==> src/rtl/periph_demux_mt.sv <==
// Routes one core data port to NB_TARGETS peripherals by address window + selector; unmapped hits get an error reply.
// Request path is combinational (same-cycle grant); responses return in order, earliest 1 cycle after grant.
// Stalls the core (no grant) while the tracking FIFO is full or the new destination differs from the in-flight one.
module periph_demux_mt #(
  parameter int                    ADDR_WIDTH      = 32,
  parameter int                    DATA_WIDTH      = 32,
  parameter int                    BE_WIDTH        = DATA_WIDTH/8,
  parameter int                    NB_TARGETS      = 4,
  parameter int                    SEL_LSB         = 10,
  parameter int                    SEL_WIDTH       = 4,
  parameter logic [ADDR_WIDTH-1:0] WIN_MASK        = 32'h000F_C000,
  parameter logic [ADDR_WIDTH-1:0] WIN_BASE        = 32'h0000_4000,
  parameter int                    MAX_OUTSTANDING = 2,
  parameter logic [DATA_WIDTH-1:0] ERR_RDATA       = 32'hBADA_CCE5
) (
  input  logic                                  clk,
  input  logic                                  rst_i,
  // core side
  input  logic                                  data_req_i,
  input  logic [ADDR_WIDTH-1:0]                 data_add_i,
  input  logic                                  data_wen_i,
  input  logic [DATA_WIDTH-1:0]                 data_wdata_i,
  input  logic [BE_WIDTH-1:0]                   data_be_i,
  output logic                                  data_gnt_o,
  output logic                                  data_r_valid_o,
  output logic [DATA_WIDTH-1:0]                 data_r_rdata_o,
  output logic                                  data_r_opc_o,
  // peripheral side
  output logic [NB_TARGETS-1:0]                 per_req_o,
  output logic [NB_TARGETS-1:0][ADDR_WIDTH-1:0] per_add_o,
  output logic [NB_TARGETS-1:0]                 per_wen_o,
  output logic [NB_TARGETS-1:0][DATA_WIDTH-1:0] per_wdata_o,
  output logic [NB_TARGETS-1:0][BE_WIDTH-1:0]   per_be_o,
  input  logic [NB_TARGETS-1:0]                 per_gnt_i,
  input  logic [NB_TARGETS-1:0]                 per_r_valid_i,
  input  logic [NB_TARGETS-1:0][DATA_WIDTH-1:0] per_r_rdata_i,
  input  logic [NB_TARGETS-1:0]                 per_r_opc_i,
  // status
  output logic                                  spurious_rsp_o,
  output logic [$clog2(MAX_OUTSTANDING+1)-1:0]  outstanding_o
);

  // ID NB_TARGETS is the internal error responder
  localparam int                   ID_W      = $clog2(NB_TARGETS+1);
  localparam int                   PTR_W     = (MAX_OUTSTANDING > 1) ? $clog2(MAX_OUTSTANDING) : 1;
  localparam int                   CNT_W     = $clog2(MAX_OUTSTANDING+1);
  localparam logic [ID_W-1:0]      ERR_ID    = ID_W'(NB_TARGETS);
  localparam logic [SEL_WIDTH-1:0] SEL_LIMIT = SEL_WIDTH'(NB_TARGETS);
  localparam logic [CNT_W-1:0]     CNT_MAX   = CNT_W'(MAX_OUTSTANDING);
  localparam logic [PTR_W-1:0]     PTR_LAST  = PTR_W'(MAX_OUTSTANDING-1);

  // destination tracking FIFO
  logic [ID_W-1:0]      r_fifo [MAX_OUTSTANDING];
  logic [PTR_W-1:0]     r_wptr;
  logic [PTR_W-1:0]     r_rptr;
  logic [CNT_W-1:0]     r_count;
  logic [ID_W-1:0]      r_last_dest;
  logic                 r_spur;

  logic                 w_hit;
  logic [SEL_WIDTH-1:0] w_sel;
  logic [ID_W-1:0]      w_dest;
  logic                 w_dest_err;
  logic                 w_can_issue;
  logic                 w_tgt_gnt;
  logic                 w_push;
  logic                 w_pop;
  logic                 w_empty;
  logic [ID_W-1:0]      w_head;
  logic                 w_rsp_vld;
  logic [DATA_WIDTH-1:0] w_rsp_dat;
  logic                 w_rsp_opc;
  logic                 w_spur;

  // address decode
  assign w_hit      = ((data_add_i & WIN_MASK) == WIN_BASE);
  assign w_sel      = data_add_i[SEL_LSB +: SEL_WIDTH];
  assign w_dest     = (w_hit && (w_sel < SEL_LIMIT)) ? ID_W'(w_sel) : ERR_ID;
  assign w_dest_err = (w_dest == ERR_ID);

  // only one destination may be in flight at a time, which keeps responses ordered
  assign w_can_issue = !rst_i && (r_count < CNT_MAX) &&
                       ((r_count == '0) || (w_dest == r_last_dest));

  // request fields are broadcast; only the request strobe is steered
  assign per_add_o   = {NB_TARGETS{data_add_i}};
  assign per_wen_o   = {NB_TARGETS{data_wen_i}};
  assign per_wdata_o = {NB_TARGETS{data_wdata_i}};
  assign per_be_o    = {NB_TARGETS{data_be_i}};

  // steer request to the decoded target and pick up its grant; error dest grants itself
  always_comb begin
    per_req_o = '0;
    w_tgt_gnt = 1'b0;
    for (int k = 0; k < NB_TARGETS; k++) begin
      if (w_dest == ID_W'(k)) begin
        per_req_o[k] = data_req_i & w_can_issue;
        w_tgt_gnt    = per_gnt_i[k];
      end
    end
    data_gnt_o = w_can_issue & (w_dest_err ? data_req_i : w_tgt_gnt);
  end

  assign w_push  = data_req_i & data_gnt_o;
  assign w_empty = (r_count == '0);
  assign w_head  = r_fifo[r_rptr];

  // response mux from the head destination; stray target responses are flagged and dropped
  always_comb begin
    w_rsp_vld = 1'b0;
    w_rsp_dat = '0;
    w_rsp_opc = 1'b0;
    w_spur    = 1'b0;
    for (int k = 0; k < NB_TARGETS; k++) begin
      if (!w_empty && (w_head == ID_W'(k))) begin
        w_rsp_vld = per_r_valid_i[k];
        w_rsp_dat = per_r_rdata_i[k];
        w_rsp_opc = per_r_opc_i[k];
      end else if (per_r_valid_i[k]) begin
        w_spur = 1'b1;
      end
    end
    // an error entry at the head was pushed at least one cycle ago, so answer it now
    if (!w_empty && (w_head == ERR_ID)) begin
      w_rsp_vld = 1'b1;
      w_rsp_dat = ERR_RDATA;
      w_rsp_opc = 1'b1;
    end
  end

  assign w_pop          = w_rsp_vld & !rst_i;
  assign data_r_valid_o = w_pop;
  assign data_r_rdata_o = w_rsp_dat;
  assign data_r_opc_o   = w_rsp_opc;
  assign outstanding_o  = rst_i ? '0 : r_count;
  assign spurious_rsp_o = r_spur;

  // FIFO pointers, fill level, last pushed destination and spurious pulse
  always_ff @(posedge clk) begin
    if (rst_i) begin
      r_wptr      <= '0;
      r_rptr      <= '0;
      r_count     <= '0;
      r_last_dest <= '0;
      r_spur      <= 1'b0;
      for (int i = 0; i < MAX_OUTSTANDING; i++) begin
        r_fifo[i] <= '0;
      end
    end else begin
      if (w_push) begin
        r_fifo[r_wptr] <= w_dest;
        r_wptr         <= (r_wptr == PTR_LAST) ? '0 : r_wptr + PTR_W'(1);
        r_last_dest    <= w_dest;
      end
      if (w_pop) begin
        r_rptr <= (r_rptr == PTR_LAST) ? '0 : r_rptr + PTR_W'(1);
      end
      case ({w_push, w_pop})
        2'b10:   r_count <= r_count + CNT_W'(1);
        2'b01:   r_count <= r_count - CNT_W'(1);
        default: r_count <= r_count;
      endcase
      r_spur <= w_spur;
    end
  end

endmodule

==> config.mk <==
export PLATFORM = sky130hd
export DESIGN_NAME = periph_demux_mt
export DESIGN_NICKNAME = d
export VERILOG_FILES = /design/src/rtl/periph_demux_mt.sv
export SDC_FILE = /design/constraint.sdc
export NUM_CORES = 1
export LEC_CHECK = 0
export BUFFER_PORTS_ARGS = -buffer_cell sky130_fd_sc_hd__buf_2
export CORE_AREA = 4 4 202 204
export CTS_CLUSTER_SIZE = 40
export DETAILED_ROUTE_END_ITERATION = 12
export DIE_AREA = 0 0 206 208
export HOLD_SLACK_MARGIN = 0.03
export PLACE_DENSITY = 0.3
export SKIP_LAST_GASP = 1
export SYNTH_ARGS = -nofsm -noshare
export SYNTH_HDL_FRONTEND = slang
export SYNTH_SLANG_ARGS = --single-unit
==> constraint.sdc <==
create_clock -name clk -period 7.7 [get_ports clk]
set_input_delay 0.77 -clock clk [delete_from_list [all_inputs] [get_ports clk]]
set_output_delay 0.77 -clock clk [all_outputs]
set_load 0.05 [all_outputs]
Word-level counts from Yosys, hierarchy flattened
Memories as Yosys holds them, arrays and structs flattened. A register that Yosys moved wholly into a read port is not among the register bits.
Cells that the tools add are included.
{ "op_classes": {"addsub": 4, "n_lt_le_gt_ge": 2, "eq_ne": 12, "n_mux": 47, "n_bitwise": 4, "reduce_logical": 16} }
{ "ops": {"columns": ["cell", "n"], "rows": [
  ["$mux 32", 5],
  ["$mux 1", 38],
  ["$eq 3x2->1 const B", 4],
  ["$logic_and 1x1->1", 8],
  ["$eq 3x1->1 const B", 2],
  ["$eq 3x3->1 const B", 2],
  ["$eq 6x1->1 const B", 1],
  ["$logic_not 3->1", 2],
  ["$mux 3", 2],
  ["$and 1x1->1", 4],
  ["$lt 4x3->1 const B", 1],
  ["$pmux 2 s2", 1],
  ["$eq 3x3->1", 1],
  ["$reduce_or 3->1", 1],
  ["$add 1x1->1 const B", 2],
  ["$add 2x1->2 const B", 1],
  ["$eq 2x1->1 const B", 1],
  ["$eq 2x2->1 const B", 1],
  ["$logic_not 1->1", 2],
  ["$logic_not 2->1", 1],
  ["$lt 2x2->1 const B", 1],
  ["$mux 2", 1],
  ["$reduce_bool 2->1", 1],
  ["$sub 2x1->2 const B", 1],
  ["$logic_or 1x1->1", 1]
]} }
{ "totals": {"reg_bits": 8, "ram_bits": 6, "inputBits": 212, "output_inout_bits": 318, "wordCells": 91, "mem_count": 1} }
{ "mem_list": {"columns": ["name", "words", "word_bits", "read_ports", "rd_clocked_by_memory_dff", "write_ports", "line_no", "text"], "rows": [
  ["r_fifo", 2, 3, 1, 1, 2, "53", "logic [ID_W-1:0] r_fifo [MAX_OUTSTANDING];"]
]} }

Longest topological paths before layout
{ "logic_depth": {"depth_word": 16, "mapped_depth": 10, "ltp_nobuf": 9} }

Worst setup path after synthesis
Ideal clock, no wire load.
{ "synth_path": {"path_type": "input port to output port", "start": "input data_add_i[19]", "end": "output per_req_o[0]", "t_arrival_ns": 3.781, "setup_slack_ns": 3.149, "stages": 6, "n_path_buf": 1, "path_cell_list": "or4_1 -> clkbuf_2 -> o31a_1 -> o21ai_2 -> nand3_1 -> nor4b_1"} }
{ "synth_between": {"elab_chain_len": 8, "elab_cells_between_ends": 9} }
{ "synth_lines": {"columns": ["item", "line_no", "text"], "rows": [
  ["start, declared", "20", "input logic [ADDR_WIDTH-1:0] data_add_i,"],
  ["$eq 6x1->1 (*)", "76", "assign w_hit = ((data_add_i & WIN_MASK) == WIN_BASE);"],
  ["$logic_and 1x1->1 (*)", "78", "assign w_dest = (w_hit && (w_sel < SEL_LIMIT)) ? ID_W'(w_sel) : ERR_ID;"],
  ["$mux 3 (*)", "78", null],
  ["$eq 3x3->1", "83", "((r_count == '0) || (w_dest == r_last_dest));"],
  ["$logic_or 1x1->1", "83", null],
  ["$logic_and 1x1->1", "82", "assign w_can_issue = !rst_i && (r_count < CNT_MAX) &&"],
  ["$and 1x1->1", "97", "per_req_o[k] = data_req_i & w_can_issue;"],
  ["$mux 1 (*)", "96", "if (w_dest == ID_W'(k)) begin"],
  ["end, declared", "29", "output logic [NB_TARGETS-1:0] per_req_o,"]
]} }
Every way passes the cells marked *; elsewhere a longest branch is shown, timed or not.

Final worst setup path
Ends and elaborated chain as after synthesis.

==> out/summary.txt <==
run status: completed
register area share after synthesis: 9.249%
H-tree lvl count: 1
count of unique library cells instantiated by Yosys: 46
grt ovf: 0
Synth-to-Final Area Change: -4.528%
design internal power: 332.0 µW
fraction of synthesis flops using an asynchronous set or reset pin: 0%
Die X-Extent: 206 µm
core footprint: 0.03928 mm²
flops & latches, synth: 15
Final Routed Wirelength: 14.53 mm
Period Utilization, post-route: 48.93%
cell chosen for the clock root: sky130_fd_sc_hd__clkbuf_16
layout cells sized above 1: 63.66%
die height: 208 µm
routed len/inst: 15.18 µm
number of enable-type register cells in the synthesized netlist: 6
number of placement rows: 73
Fin Hold WS: 545.2 ps
CTS-repair resized insts: 0
total nets after synthesis: 696
mean instance size in the synthesized netlist: 8.067 µm²
initial cell density of the core: 9.920%
clock network fraction of design power: 13.2%
class of the most critical setup path: input port to output port
clock sink total: 15
post-CTS setup buffer count: 0
setup repair after global routing missed its margin: false
Final Max Slew Viols: 0
number of global-route vias before repair: 3,074
post-layout net count: 646
post-DP HPWL: 12.02 mm
detailed-routing iteration count for the pre-antenna-repair pass: 4
placer's final routability congestion estimate: 0.6453
top library cells by usage in the layout, fill and taps aside: sky130_fd_sc_hd__buf_2, sky130_fd_sc_hd__nand2_1, sky130_fd_sc_hd__a221oi_1
worst-case clock skew: 4.865 ps
Comb pwr share: 72.2%
data arrival time of the critical path: 3000 ps
max-cap violations: 0
clock slew at the register clock pins of the worst setup and hold paths: 50 ps
worst vdd rail ir drop: 0.07073 mV
Num CTS Buffers: 3
Static Leak: 0.001696 µW
kind of end point of the critical path: output port
type of element launching the critical path: input port
Mapped Area: 0.003896 mm²
final worst path period need: 3768 ps
fraction of power consumed by sequential logic: 14.6%
count of yosys warnings during synthesis: 0
most common cell after layout, fill and taps aside: sky130_fd_sc_hd__buf_2
clock latency on the worst-skew pair: 240 ps
final-layout setup total negative slack: 0 ps
path class of the lowest-slack min-delay path: register to register
clock tree from TritonCTS: built
data required time of the critical path: 6930 ps
iteration-0 DRC count of the detailed router: 120
total number of vias: 2,919
antenna violations before repair: 3
number of standard cells after synthesis: 483
peak clock frequency supported by timing: 265.4 MHz
Via density: 3.050
crit path max fanout: 7
switching component of the power: 430.9 µW
power per standard cell area: 205.1 mW/mm²
post-cts hold buffer count: 0
number of failing hold endpoints at the final stage: 0
antenna violation net count after detailed routing: 0
count of buffers from port buffering: 234
Finish-stage setup viols: 0
dominant synthesized flop cell: sky130_fd_sc_hd__dfxtp_1
GRT Total Usage: 6.117%
net switching share of the total power: 56.48%
transition time of the tightest slew-check pin: 1077 ps
Die Footprint: 0.04285 mm²
number of inserted diodes: 0
Residual DRC: 0
number of buffers on the longest clock path: 2
number of top-level pins: 530
largest net degree at the start of global routing: 23
global-route wire length before repair: 19.67 mm
Pwr Total: 762.9 µW
Max transition margin: 28.14%
worst max-delay path, cell delays in order:
cell	delay [ps]
sky130_fd_sc_hd__buf_2	120
sky130_fd_sc_hd__or4_1	660
sky130_fd_sc_hd__o31a_1	340
sky130_fd_sc_hd__o21ai_2	210
sky130_fd_sc_hd__nand3_1	240
sky130_fd_sc_hd__nor4b_1	340
sky130_fd_sc_hd__buf_2	320
logic make-up after synthesis:
| kind of cell | Yosys count | synth area share, % |
|---|---|---|
| buffers and inverters | 300 | 56.00 |
| and+or+nand+nor | 85 | 11.53 |
| AOI/OAI and AO/OA | 55 | 11.24 |
| muxes | 25 | 11.21 |
| DFF | 15 | 9.248 |
| xor gates and xnor gates | 2 | 0.4497 |
| adders and majority gates | 1 | 0.3211 |
stage by stage:
| stage | worst slack [ps] | util (%) | std cells | area (µm²) |
|---|---|---|---|---|
| final | 3932 | 9.471 | 957 | 3720 |
| after global routing | 3712 | 9.471 | 957 | 3720 |
| after CTS | 3876 | 9.471 | 957 | 3720 |
| after detailed placement | 3888 | 9.267 | 953 | 3640 |
| after global placement | 3928 | 9.267 | 953 | 3640 |
| after floorplan | 3149 | - | 483 | 3896 |
sequential cells by signal, indices dropped and copies added (netlist names), named ones only:
register	count
r_count	2
r_fifo	6
r_last_dest	3
r_rptr	1
r_wptr	1
spurious_rsp_o	1
power by group through the flow:
stage                     Combinational [µW]  Clock, µW  Sequential [µW]
after floorplan                          743          0              105
after global placement                   566          0              114
after detailed placement                 566          0              114
after CTS                                566        104              112
after global routing                     592        108              114
final                                    551        101              111
cells in the mapped netlist, types with 2 or more instances:
cell type	n	share of area [%]
sky130_fd_sc_hd__o21ai_0	3	0.39
sky130_fd_sc_hd__nand3b_1	2	0.39
sky130_fd_sc_hd__mux2i_1	5	1.3
sky130_fd_sc_hd__o2bb2ai_1	2	0.45
sky130_fd_sc_hd__dfxtp_1	9	4.6
sky130_fd_sc_hd__mux4_2	14	8.1
sky130_fd_sc_hd__nor2_1	10	0.96
sky130_fd_sc_hd__clkbuf_1	13	1.3
sky130_fd_sc_hd__a221oi_1	21	4.7
sky130_fd_sc_hd__nand3_1	2	0.26
sky130_fd_sc_hd__nor4_1	3	0.48
sky130_fd_sc_hd__mux2_2	5	1.4
sky130_fd_sc_hd__a22oi_1	20	3.9
sky130_fd_sc_hd__and2_1	13	2.1
sky130_fd_sc_hd__nor3_1	11	1.4
sky130_fd_sc_hd__inv_1	4	0.39
sky130_fd_sc_hd__or3_1	2	0.32
sky130_fd_sc_hd__buf_2	3	0.39
sky130_fd_sc_hd__nor2b_1	7	1.1
sky130_fd_sc_hd__o21bai_1	2	0.39
sky130_fd_sc_hd__edfxtp_1	6	4.6
sky130_fd_sc_hd__nand2_1	24	2.3
sky130_fd_sc_hd__buf_4	278	54
sky130_fd_sc_hd__nand2b_1	2	0.32
cell type report:
cell class | instances | area, µm²
clock inverters | 1 | 5.005
fillers | 4651 | 35560
repair buffers | 241 | 1224
inverters | 4 | 15.01
flip-flops and latches | 15 | 360.3
multi-input cells | 168 | 1384
well taps | 525 | 656.9
clock buffers | 3 | 75.07
layer usage:
layer / routed length, µm / track usage, % / part of all wire, %
met1: 4900 / 6.262 / 34
met2: 6639 / 10.18 / 46
met3: 2184 / 2.930 / 15
met4: 791 / 3.465 / 5.4
met5: 14 / 0 / 0.096
final timing paths:
check	startpoint	to	slack, ps	depth (start not counted)
worst max-delay path	data_add_i[19]	per_req_o[0]	3930	7
worst min register to register	r_wptr	r_wptr	550	1
worst max register to register	register	r_count[1]	4450	8
worst min-delay path	r_wptr	r_wptr	550	1
(Power assumes the default switching activity.)
